[src/rtl/traffic_duration_ctrl.sv]
// traffic_duration_ctrl
//   Holds the green/yellow/red duration registers shown on the LED display,
//   lets the user edit them with inc/dec buttons in the SET modes, and runs
//   the green -> yellow -> red light sequence from them in RUN mode.
//
// Ports
//   clk      system clock
//   rst_n    asynchronous reset, active low
//   tick     one-clk-wide 1 Hz enable pulse
//   sw       mode: 00 RUN, 01 SET_Y, 10 SET_G, 11 SET_R
//   btn_inc  increment button level (synchronized, debounced)
//   btn_dec  decrement button level (synchronized, debounced)
//   led_g    green duration register (1..15)
//   led_y    yellow duration register (1..15)
//   led_r    red duration register (1..15)
//   light    one-hot lamp drive {r,y,g}; 000 while in a SET mode
//   remain   seconds remaining in the current phase
module traffic_duration_ctrl #(
  parameter logic [3:0] DEF_G = 4'd5,
  parameter logic [3:0] DEF_Y = 4'd2,
  parameter logic [3:0] DEF_R = 4'd5
) (
  input  logic       clk,
  input  logic       rst_n,
  input  logic       tick,
  input  logic [1:0] sw,
  input  logic       btn_inc,
  input  logic       btn_dec,
  output logic [3:0] led_g,
  output logic [3:0] led_y,
  output logic [3:0] led_r,
  output logic [2:0] light,
  output logic [3:0] remain
);

  localparam logic [1:0] StGreen  = 2'd0;
  localparam logic [1:0] StYellow = 2'd1;
  localparam logic [1:0] StRed    = 2'd2;

  localparam logic [1:0] SwRun  = 2'b00;
  localparam logic [1:0] SwSetY = 2'b01;
  localparam logic [1:0] SwSetG = 2'b10;
  localparam logic [1:0] SwSetR = 2'b11;

  logic [1:0] state_q, state_d;
  logic [3:0] remain_q, remain_d;
  logic [3:0] led_g_q, led_g_d;
  logic [3:0] led_y_q, led_y_d;
  logic [3:0] led_r_q, led_r_d;
  logic       btn_inc_q, btn_dec_q;
  logic [1:0] sw_q;

  logic inc_p, dec_p;
  logic run_mode, restart;

  // Rising-edge pulses so a held button edits exactly once.
  assign inc_p = btn_inc & ~btn_inc_q;
  assign dec_p = btn_dec & ~btn_dec_q;

  assign run_mode = (sw == SwRun);
  assign restart  = run_mode && (sw_q != SwRun);

  // Saturating edit inside 1..15; simultaneous inc and dec cancel.
  function automatic logic [3:0] edit_dur(input logic [3:0] v, input logic up, input logic dn);
    logic [3:0] r;
    r = v;
    if (up && !dn && v != 4'd15) r = v + 4'd1;
    if (dn && !up && v > 4'd1)   r = v - 4'd1;
    return r;
  endfunction

  always_comb begin
    state_d  = state_q;
    remain_d = remain_q;
    led_g_d  = led_g_q;
    led_y_d  = led_y_q;
    led_r_d  = led_r_q;

    if (run_mode) begin
      if (restart) begin
        // Returning from SET always restarts green with the edited duration;
        // a tick arriving in this same cycle is deliberately dropped.
        state_d  = StGreen;
        remain_d = led_g_q;
      end else if (tick) begin
        if (remain_q > 4'd1) begin
          remain_d = remain_q - 4'd1;
        end else begin
          case (state_q)
            StGreen: begin
              state_d  = StYellow;
              remain_d = led_y_q;
            end
            StYellow: begin
              state_d  = StRed;
              remain_d = led_r_q;
            end
            default: begin
              state_d  = StGreen;
              remain_d = led_g_q;
            end
          endcase
        end
      end
    end else begin
      case (sw)
        SwSetY:  led_y_d = edit_dur(led_y_q, inc_p, dec_p);
        SwSetG:  led_g_d = edit_dur(led_g_q, inc_p, dec_p);
        SwSetR:  led_r_d = edit_dur(led_r_q, inc_p, dec_p);
        default: ;
      endcase
    end
  end

  always_ff @(posedge clk or negedge rst_n) begin
    if (!rst_n) begin
      state_q   <= StGreen;
      remain_q  <= DEF_G;
      led_g_q   <= DEF_G;
      led_y_q   <= DEF_Y;
      led_r_q   <= DEF_R;
      btn_inc_q <= 1'b0;
      btn_dec_q <= 1'b0;
      sw_q      <= SwRun;
    end else begin
      state_q   <= state_d;
      remain_q  <= remain_d;
      led_g_q   <= led_g_d;
      led_y_q   <= led_y_d;
      led_r_q   <= led_r_d;
      btn_inc_q <= btn_inc;
      btn_dec_q <= btn_dec;
      sw_q      <= sw;
    end
  end

  // Lamps go dark as soon as a SET mode is selected.
  always_comb begin
    light = 3'b000;
    if (run_mode) begin
      case (state_q)
        StGreen:  light = 3'b001;
        StYellow: light = 3'b010;
        StRed:    light = 3'b100;
        default:  light = 3'b000;
      endcase
    end
  end

  assign led_g  = led_g_q;
  assign led_y  = led_y_q;
  assign led_r  = led_r_q;
  assign remain = remain_q;

endmodule

[config.mk]
export PLATFORM = sky130hd
export DESIGN_NAME = traffic_duration_ctrl
export DESIGN_NICKNAME = d
export VERILOG_FILES = /design/src/rtl/traffic_duration_ctrl.sv
export SDC_FILE = /design/constraint.sdc
export NUM_CORES = 1
export LEC_CHECK = 0
export ABC_AREA = 1
export CAP_MARGIN = 25
export CORE_UTILIZATION = 30
export DETAILED_ROUTE_END_ITERATION = 6
export SYNTH_ARGS = -nofsm -noshare
export SYNTH_HDL_FRONTEND = slang
export SYNTH_SLANG_ARGS = --single-unit
export TNS_END_PERCENT = 5
[constraint.sdc]
create_clock -name clk -period 2 [get_ports clk]
set_clock_uncertainty 0.05 [all_clocks]
set_input_delay 0.4 -clock clk [delete_from_list [all_inputs] [get_ports clk]]
set_output_delay 0.4 -clock clk [all_outputs]
set_load 0.005 [all_outputs]
== After elaboration in Yosys (flattened, before gate mapping) ==
Index checks and enable logic that the tools add are counted.

* Word-level logic and storage cells: 72
* Output and inout bits: 19
* Flip-flop bits (word level): 22

* Add/sub/neg operators: 7
* Mux-type cells: 16
* Reduce and logical (&&, ||, !) cells: 23
* Equality and inequality tests: 9
* Order comparisons: 4
* Bitwise operators: 5

{| class="wikitable"
|+ Operator list
! cell !! number
|-
| 2-to-1 mux 4 bit || 9
|-
| > comparator 4 x 1 -> 1 bit (second input constant) || 4
|-
| subtractor 4 x 1 -> 4 bit (second input constant) || 4
|-
| adder 4 x 1 -> 4 bit (second input constant) || 3
|-
| != test 4 bit (second input constant) || 3
|-
| AND reduction 3 bit || 4
|-
| nonzero test 2 bit || 5
|-
| logical AND 1 bit || 9
|-
| one-hot mux 3 bit (3 select lines) || 1
|-
| one-hot mux 4 bit (2 select lines) || 1
|-
| equality test 2 bit (second input constant) || 3
|-
| 2-to-1 mux 2 bit || 3
|-
| equality test 2 x 1 -> 1 bit (second input constant) || 2
|-
| zero test 2 bit || 2
|-
| one-hot mux 2 bit (2 select lines) || 1
|-
| 2-to-1 mux 3 bit || 1
|-
| inverter 1 bit || 3
|-
| bitwise AND 1 bit || 2
|-
| zero test 1 bit || 2
|-
| != test 2 bit (second input constant) || 1
|-
| AND reduction 2 bit || 1
|}

== Logic depth before layout (Yosys ltp) ==
* Depth in word-level cells: 7
* Depth in mapped cells: 10
* Mapped depth without buffers: 10

== Least setup slack after synthesis ==
Ideal clock, no wire load.

* Kind: register to register
* Start point: register led_g_q[0] (netlist: led_g[0])
* End point: register led_g_q[3] (netlist: led_g[3])
* Data required time: 1.834 ns
* Cell stages (with the launch flop): 11
* Data arrival time: 1.386 ns
* Clock period less this slack: 1.552 ns
* Library setup time: 0.116 ns
* Slack: 0.448 ns
* Cells stage by stage: dfstp_2 -> inv_1 -> ha_1 -> inv_1 -> nand2_1 -> nand2_1 -> nand2_2 -> nand2_1 -> nand2_2 -> nand2_1 -> nand2_1

* Cells in the longest elaborated chain, start to end: 4
* Elaborated cells on any way between the ends: 10
* Classes of those cells: add/sub: 2; order compare: 1; eq/ne: 1; mux: 2; reduce/logical: 4

{| class="wikitable"
|+ Ends and longest elaborated chain
! what !! RTL line !! RTL
|-
| from (decl) || 47 || <nowiki>logic [3:0] led_g_q, led_g_d;</nowiki>
|-
| from (signal assigned) || 128 || <nowiki>led_g_q <= led_g_d;</nowiki>
|-
| > comparator 4 x 1 -> 1 bit / != test 4 bit (equally long branches) || 68, 67 ||
|-
| logical AND 1 bit, on equally long branches || 68, 67 ||
|-
| nonzero test 2 bit (no line) || -- ||
|-
| AND reduction 3 bit (no line) || -- ||
|}

Parallel ways exist; a longest one is shown, timed or not. The select of a mux whose other input is x is not followed.
A chain may end at the register's enable or synchronous reset.

== Worst setup path in the final report ==
* Start point: register state_q[1]
* End point: output port light[0]

* Cells in the longest elaborated chain, start to end: 3
* Elaborated cells on any way between the ends: 5
* Classes of those cells: eq/ne: 2; mux: 2; reduce/logical: 1

{| class="wikitable"
|+ Ends and longest elaborated chain
! what !! RTL line !! RTL
|-
| from (decl) || 45 || <nowiki>logic [1:0] state_q, state_d;</nowiki>
|-
| from (signal assigned) || 117 || <nowiki>state_q <= StGreen;</nowiki>
|-
| from (signal assigned) || 126 || <nowiki>state_q <= state_d;</nowiki>
|-
| equality test 2 bit, or another cell as far along || 141 || <nowiki>case (state_q)</nowiki>
|-
| one-hot mux 3 bit (3 select lines) * || 141 ||
|-
| 2-to-1 mux 3 bit * || 140 || <nowiki>if (run_mode) begin</nowiki>
|-
| to (decl) || 32 || <nowiki>output logic [2:0] light,</nowiki>
|}

Every way passes the cells marked *; elsewhere a longest branch is shown, timed or not.

==> summary.txt <==
Run status
  – Status: finished clean

Floorplanning
  – Die Area: 6350 µm²
  – Site Rows: 27
  – Initial core utilization: a little under a third
  – Chip Height: 79.7 µm
  – DIE WIDTH: between 70 and 80 µm
  – I/O pin total: 26
  – Core area: 5680 µm²

Layout
  – Area occupied by multi-input gates: 1050 µm²
  – Fin nets: ~350
  – Util after Layout: 40.7%
  – Finished Cell Area: 2310 µm²
  – Layout cells sized above 1: between 10% and 20%
  – Inserted Diodes: 0
  – FF+latch area: 561 µm²
  – Area delta synth->final: 27.4%
  – Fillers: 613
  – Non-Filler Instances: around 400

Setup path
  – Worst Path Required: 1550 ps
  – Count of buffer and inverter cells on the critical path: 2
  – Critical-path top delay cell: clkdlybuf4s50_1
  – Critical Path, Cell by Cell: nor2_2 -> inv_1 -> nor2_1 -> clkdlybuf4s50_1
  – Max stage delay on crit path: 500 ps
  – CP Max Fanout: 4
  – Startpoint Class: register
  – Crit path kind: reg -> out
  – CP delay by family, top: buffers and inverters
  – Critical Path End Type: output pin
  – CP arrival: ~1500 ps

STA
  – # setup viols final: 0
  – Min Tclk post-route: 1930 ps
  – Final hold vios: 0
  – Setup TNS: 0 ps
  – Max-slew violation count: 0
  – Crit share post-route: 96.3%
  – RSZ-0062 raised after global routing: no
  – Worst slew margin: 73.6%
  – Final WS setup: 74.7 ps
  – Achievable clock frequency: 519 MHz
  – Slew @ Worst Pin: 395 ps

Power and ir drop
  – LEAKAGE: 0.00126 µW
  – Peak VDD IR: 0.000521 V
  – Power Dens Cells: 1280 nW/µm²

Clock network
  – CTS Sinks: 22
  – Root Buffer: clkbuf_8
  – Hold Buf Count CTS: 0
  – TritonCTS clock tree: yes
  – Bufs on Longest Clock Path: 2
  – Clock slew at reported path FFs: roughly 90 ps
  – H-tree depth: 1
  – Worst-Skew Late Latency: 270 ps
  – CTS Buf Count: 3

Synth
  – Syn avg cell area: between 6 and 7 µm²
  – Syn Inst Count: approximately 290
  – Cell variety after synth: 23
  – Syn Nets: 307
  – Ys flop type: dfrtp_1
  – #FFs+latches synth: 22
  – FFs w/ async S/R, synth: between 90% and 100%
  – Ys Warns: 0
  – Mapped Area: 1810 µm²
  – Post-synth EDFFs: 0
  – Sequential share of the synthesized area: 30.9%

Placed design
  – Pre-CTS WS: -233 ps
  – GP Congestion: ~0.82
  – I/O Buffers: 25
  – Detail Placement HPWL: 3.16 mm
  – Inst Count DP: 393
  – Post-DP Area: 2200 µm²

Routing
  – Routed wire per std cell: around 11 µm
  – Vias per cell: 4.45
  – Vias: 1783
  – Drt total wl: 4.23 mm
  – Antenna viol nets, final: 0
  – DRC errors left: 0
  – Initial DRC count: between 100 and 150
  – DRT Pass-1 Iters: 4

Global route
  – Gr ovfl total: 0
  – Largest net degree at the start of global routing: 23
  – Gr usage total: approximately 14%
  – Antenna violations before repair: 0
  – First-pass GRT wire length: approximately 7.0 mm
  – Vias in the first global route: 1544

Min path
  – Min-Delay Path Class: in -> async

Flow run
  – Max Cap Viol: 0
==> cells in the mapped netlist, types with 2 or more instances <==
master   instances  share of area (%)
dfstp_2          7                 10
a21oi_1          3               0.83
inv_1           46                9.5
xor2_1           6                2.9
nor2_4           2                1.2
dfrtp_1         15                 21
nor2_2           3                1.0
buf_6            2                1.2
nand3_1         22                6.1
nand4_1          5                1.7
ha_1            11                7.6
nand2_1        123                 26
nor2_1          24                5.0
nand2_2          6                2.1
o21ai_0          5                1.4
o22ai_1          2               0.69
==> kinds of logic (layout without fill, tap and decap cells) <==
group	Yosys count	after routing	synth area share, %
adders and majority gates	11	11	7.60
and+or+nand+nor	186	186	42.9
DFF	22	22	30.9
xor gates and xnor gates	6	6	2.90
AOI/OAI and AO/OA	13	13	4.08
buffers and inverters	51	91	11.6
==> per-stage QoR <==
stage / hold WS [ps] / power, µW
2_1_floorplan: 54.4 / 1960
3_3_place_gp: 417 / 2520
3_5_place_dp: 423 / 2530
4_1_cts: 435 / 2970
5_1_grt: 460 / 3270
6_report: 431 / 2960
==> metal layers <==
| metal | part of all wire, % | vias to the layer above | wire [µm] | track usage (%) |
|---|---|---|---|---|
| li1 | - | 951 | - | - |
| met1 | 49 | 794 | 2080 | 19.1 |
| met2 | 46 | 34 | 1940 | 23.2 |
| met3 | 3.6 | 4 | 154 | 1.71 |
| met4 | 1.4 | 0 | 58 | 5.45 |
| met5 | 0 | - | 0 | 0 |
==> power breakdown <==
group	internal, µW	switching (µW)
clock	268	160
sequential	630	216
combinational	767	919
==> worst paths after layout <==
kind,start,endpoint,slack (ps),cells after the start
min in group clk,remain[2],remain[2],430,2
worst max register to register,led_r[0],led_r[1],270,9
worst min register to register,remain[2],remain[2],430,2
max in group asynchronous,rst_n,led_y[1],1170,2
worst min-delay path,rst_n,led_g[1],430,2
worst max-delay path,state_q[1],light[0],70,4
==> placed cells by master, fill, tap and decap left out <==
master	Yosys	layout
nor2_1	24	22
nor2_2	3	4
xor2_1	6	6
dfstp_2	7	7
nor3_1	1	1
inv_2	1	1
a21oi_2	1	1
dlygate4sd2_1	0	3
dfrtp_1	15	14
o21ai_1	1	1
nand3_1	22	22
buf_4	1	14
a21oi_1	3	3
o211ai_1	1	1
nand2_2	6	6
nor2_4	2	3
clkinv_1	1	1
nand2_1	123	123
dlymetal6s2s_1	0	1
bufinv_16	0	1
ha_1	11	11
o21ai_0	5	5
dfrtp_2	0	1
clkbuf_8	0	3
o22ai_1	2	2
nand4_1	5	5
clkdlybuf4s50_1	0	21
inv_1	46	46
==> final cells by class <==
type,count,area share (%)
Clock buffer,3,1.79
Clock inverter,1,1.30
Inverter,48,7.81
Multi-Input combinational cell,216,45.6
Sequential cell,22,24.3
Tap cell,72,3.90
Timing Repair Buffer,39,15.3
==> flip-flops by register name, indices dropped and copies added (netlist names) <==
register	cells
sw_q	2
state_q	2
remain	4
led_r	4
led_g	4
btn_inc_q	1
led_y	4
btn_dec_q	1
==> timing repair <==
action / CTS / global route
pin swaps: 1 / 0
endpoints found under the setup margin: 3 / 2
resized for setup: 6 / 2
buffers inserted: 1 / 3
No activity file was read; power rests on OpenSTA's default activity.
